<file path="config.mk">
export PLATFORM = sky130hd
export DESIGN_NAME = pipe_stage
export DESIGN_NICKNAME = d
export VERILOG_FILES = /design/src/rtl/pipe_stage.sv
export SDC_FILE = /design/constraint.sdc
export NUM_CORES = 1
export LEC_CHECK = 0
export CAP_MARGIN = 15
export CORE_MARGIN = 1.5
export CORE_UTILIZATION = 35
export CTS_CLUSTER_SIZE = 20
export DETAILED_ROUTE_END_ITERATION = 7
export GPL_TIMING_DRIVEN = 0
export HOLD_SLACK_MARGIN = 0.02
export PLACE_DENSITY_LB_ADDON = 0.25
export SYNTH_ARGS = -nofsm -noshare
export SYNTH_HDL_FRONTEND = slang
export SYNTH_SLANG_ARGS = --single-unit
</file>
<file path="constraint.sdc">
create_clock -name clk -period 4.3 [get_ports clk]
set_clock_uncertainty 0.15 [all_clocks]
set_input_delay 0.645 -clock clk [delete_from_list [all_inputs] [get_ports clk]]
set_output_delay 0.645 -clock clk [all_outputs]
set_load 0.02 [all_outputs]
</file>
<file path="src/rtl/pipe_stage.sv">
// Elastic pipeline-stage register: valid/ready handshake, optional 2-entry skid, flush to NOP.
// Latency 1 cycle; SKID=1 registers in_ready, SKID=0 passes out_ready through to in_ready.
module pipe_stage #(
  parameter int               WIDTH = 64,
  parameter logic [WIDTH-1:0] NOP   = '0,
  parameter bit               SKID  = 1'b1
) (
  input  logic             clk,
  input  logic             rst,
  input  logic             flush,
  input  logic             in_valid,
  output logic             in_ready,
  input  logic [WIDTH-1:0] in_data,
  output logic             out_valid,
  input  logic             out_ready,
  output logic [WIDTH-1:0] out_data,
  output logic [1:0]       count
);

  typedef enum logic [1:0] {EMPTY = 2'd0, ONE = 2'd1, FULL = 2'd2} state_t;

  state_t           state, state_nxt;
  logic [WIDTH-1:0] m_q, m_nxt;
  logic [WIDTH-1:0] s_q, s_nxt;
  logic             push, pop;

  assign push      = in_valid & in_ready;
  assign pop       = out_valid & out_ready;
  assign out_valid = (state != EMPTY);
  assign out_data  = out_valid ? m_q : NOP;
  assign count     = state;

  always_ff @(posedge clk or posedge rst) begin
    if (rst) begin
      state <= EMPTY;
      m_q   <= NOP;
      s_q   <= NOP;
    end else begin
      state <= state_nxt;
      m_q   <= m_nxt;
      s_q   <= s_nxt;
    end
  end

  generate
    if (SKID) begin : g_skid
      logic rdy_q;

      assign in_ready = rdy_q;

      always_comb begin
        state_nxt = state;
        m_nxt     = m_q;
        s_nxt     = s_q;
        case (state)
          EMPTY: begin
            if (push) begin
              m_nxt     = in_data;
              state_nxt = ONE;
            end
          end
          ONE: begin
            if (push && pop) begin
              m_nxt = in_data;
            end else if (push) begin
              s_nxt     = in_data;
              state_nxt = FULL;
            end else if (pop) begin
              state_nxt = EMPTY;
            end
          end
          FULL: begin
            if (pop) begin
              m_nxt     = s_q;
              state_nxt = ONE;
            end
          end
          default: state_nxt = EMPTY;
        endcase
        // Anything accepted while flushing is dropped; the upstream handshake still completes.
        if (flush) state_nxt = EMPTY;
      end

      always_ff @(posedge clk or posedge rst) begin
        if (rst) rdy_q <= 1'b1;
        else     rdy_q <= (state_nxt != FULL);
      end
    end else begin : g_single
      assign in_ready = (state == EMPTY) | out_ready;

      always_comb begin
        state_nxt = state;
        m_nxt     = m_q;
        s_nxt     = s_q;
        if (push) begin
          m_nxt     = in_data;
          state_nxt = ONE;
        end else if (pop) begin
          state_nxt = EMPTY;
        end
        if (flush) state_nxt = EMPTY;
      end
    end
  endgenerate

endmodule

</file>
==> flow_metrics.tcl <==
set metrics [dict create \
    synth_cells 445 \
    multi_input_area_um2 2570 \
    slew_viol_final 0 \
    grt_setup_unrepaired "no" \
    port-buffer-count 136 \
    hold-worst-slack_ns 0.328 \
    p_int_mw 2.96 \
    swShare 0.259 \
    wl_per_cell_um 18.9 \
    cts_buffers 17 \
    synth_top_family_by_area "compound AO/OA/AOI/OAI gates" \
    grt_pass1_wl_um 25800 \
    cp_data_arrival_time_ns 2.78 \
    grt_start_max_net_pins 73 \
    post_cts_buffers 0 \
    drive_gt1_frac 0.173 \
    ys_ff_latch 131 \
    worst_pin_slew_ns 1.03 \
    synth_area_um2 6070 \
    fin_nets 670 \
    max_freq_mhz 280 \
    power_frac_clock 0.362 \
    syn-num-nets 514 \
    vias_per_cell 5.11 \
    ys_warn_count 0 \
    cts_buffer_depth 2 \
    power.leakage_nw 3.43 \
    area_growth_pct 37.2 \
    wl_um 15700 \
    regArea_um2 3280 \
    peakVddDrop_mv 0.319 \
    cts-resized-gates 0 \
    initial_core_util 0.362 \
    io_pins 137 \
    synthMuxAreaShare 0.156 \
    core_area_um2 16800 \
    hold_viol 0 \
    p_switching_mw 1.04 \
    end_kind "output port" \
    post-route-period-util 0.832 \
    cts.clk_slew.worst_paths_ns 0.05 \
    drtIter0Drc 206 \
    antenna_left 0 \
    cts_max_level 4 \
    postCtsHoldBufs 0 \
    gp_congestion 0.736 \
    dr.pass1.iters 4 \
    grt_overflow 0 \
    cp_max_fo 10 \
    drc_errors 0 \
    cts_root_buf "clkbuf_16" \
    hpwl_um 10400 \
    critPathRequiredTime_ns 3.50 \
    status "finished clean" \
    cts.sinks 131 \
    rrSetupSlack_ns 1.94 \
    worstSetupPathType "flop to output port" \
    fin_crit_ns 3.58 \
    grt_pass1_vias 4635 \
    dieWidth_um 135 \
    synth-seq-area-share 0.540 \
    synth_xor_area_frac 0 \
    rows 47 \
    cts_tree "built" \
    power_density_nw_per_um2 480 \
    yosys.area_share.simple 0.0785 \
    die_height_um 135 \
    max-slew-margin-rel 0.311 \
    antenna_found_initial 0 \
    fillers 1455 \
    post_synth_fa_ha_maj_area_fraction 0 \
    setup_tns_ns 0 \
    start_kind "flop" \
    pwr-share-seq 0.414 \
    clock_latency_ns 0.41 \
    via_count 4264 \
    power_frac_comb 0.224 \
    design.die.area_um2 18100 \
    grtUsageTotal 0.186 \
    setup_violations 0 \
    n_antenna_cell 0 \
    hold_path_class "flop to flop" \
    ys_types 24 \
    drv_cap 0 \
    syn_avg_cell_area_um2 13.6 \
    synth_compound_area_frac 0.189 \
]
-- cell type report --
type / instances / share of cell area
Sequential cell: 131 / 0.394
Multi-Input combinational cell: 269 / 0.308
Timing Repair Buffer: 137 / 0.167
Clock buffer: 23 / 0.0586
Tap cell: 220 / 0.0330
Buffer: 41 / 0.0249
Clock inverter: 9 / 0.0123
Inverter: 4 / 0.00240
-- stage by stage --
stage / cell area (µm²) / total power, mW / setup slack, ns / instances / util
after floorplan: 6070 / 2.23 / 0.00896 / 445 / -
after detailed placement: 7740 / 2.57 / 1.11 / 802 / 0.462
after CTS: 8330 / 4.03 / 0.634 / 834 / 0.497
after global placement: 7710 / 2.54 / -1.76 / 801 / 0.460
after global routing: 8330 / 4.18 / 0.563 / 834 / 0.497
final: 8330 / 4.00 / 0.724 / 834 / 0.497
-- metal layers --
metal	global-route usage	wire (µm)
met1	0.257	7500
met2	0.286	7380
met3	0.0533	749
met4	0.0508	110
met5	0	0
-- kinds of logic after synthesis --
group	after synthesis
AOI/OAI and AO/OA	132
DFF	131
and+or+nand+nor	73
muxes	64
buffers and inverters	45
-- critical path: stages, from the launching register on --
cell and delay (ns):
dfrtp_1 0.46, nor2_1 0.16, clkbuf_1 0.55, clkbuf_1 0.48
nor2b_1 0.14, clkdlybuf4s50_1 0.57
-- state kept, by name, indices dropped and copies added (netlist names) --
signal	cells
in_ready	1
count	2
m_q	64
s_q	64
-- path summary, 6_finish.rpt --
path	from	to	cells past startpoint
worst max-delay path	count[1]	out_data[33]	5
worst min-delay path	m_q[45]	m_q[45]	1
worst max register to register	count[0]	m_q[1]	4
worst min register to register	m_q[45]	m_q[45]	1
max in group asynchronous	rst	in_ready	3
min in group asynchronous	rst	s_q[24]	2
-- cell usage in the layout (no fill, tap or decap) --
cell type	n
nand2b_1	1
and3_1	1
buf_2	1
buf_1	6
bufinv_16	2
clkbuf_1	29
clkbuf_16	17
a211oi_1	1
clkinv_2	4
nand3b_1	1
clkinvlp_4	3
o21ai_1	1
a211o_1	1
nand4b_1	1
buf_6	7
or3b_1	1
o21a_1	64
inv_6	1
o32a_1	64
buf_16	1
dfrtp_1	130
nor2_1	1
mux2_4	60
o21ai_0	1
nand3b_4	1
inv_1	3
dfstp_2	1
nor2b_1	65
nor4b_1	1
clkbuf_8	4
mux2_2	4
clkdlybuf4s50_1	136
-- cells in the mapped netlist, drive strengths merged --
cell type | count | area share
or3b | 1 | 0.0014
dfrtp | 130 | 0.54
nand3b | 2 | 0.0045
nor4b | 1 | 0.0014
a211oi | 1 | 0.0012
clkbuf | 27 | 0.017
o21ai | 2 | 0.0016
dfstp | 1 | 0.0043
nor2 | 1 | 0.00062
nand4b | 1 | 0.0014
o32a | 64 | 0.11
mux2 | 64 | 0.16
buf | 14 | 0.018
nor2b | 65 | 0.067
o21a | 64 | 0.079
a211o | 1 | 0.0014
inv | 4 | 0.0025
and3 | 1 | 0.0010
nand2b | 1 | 0.0010
-- power by group through the flow --
stage	clock network, mW	logic [mW]	registers, mW
after floorplan	0	0.606	1.63
after global placement	0	0.881	1.65
after detailed placement	0	0.904	1.67
after CTS	1.47	0.911	1.65
after global routing	1.53	0.963	1.69
final	1.45	0.897	1.66
No activity file was read; power rests on OpenSTA's default activity.
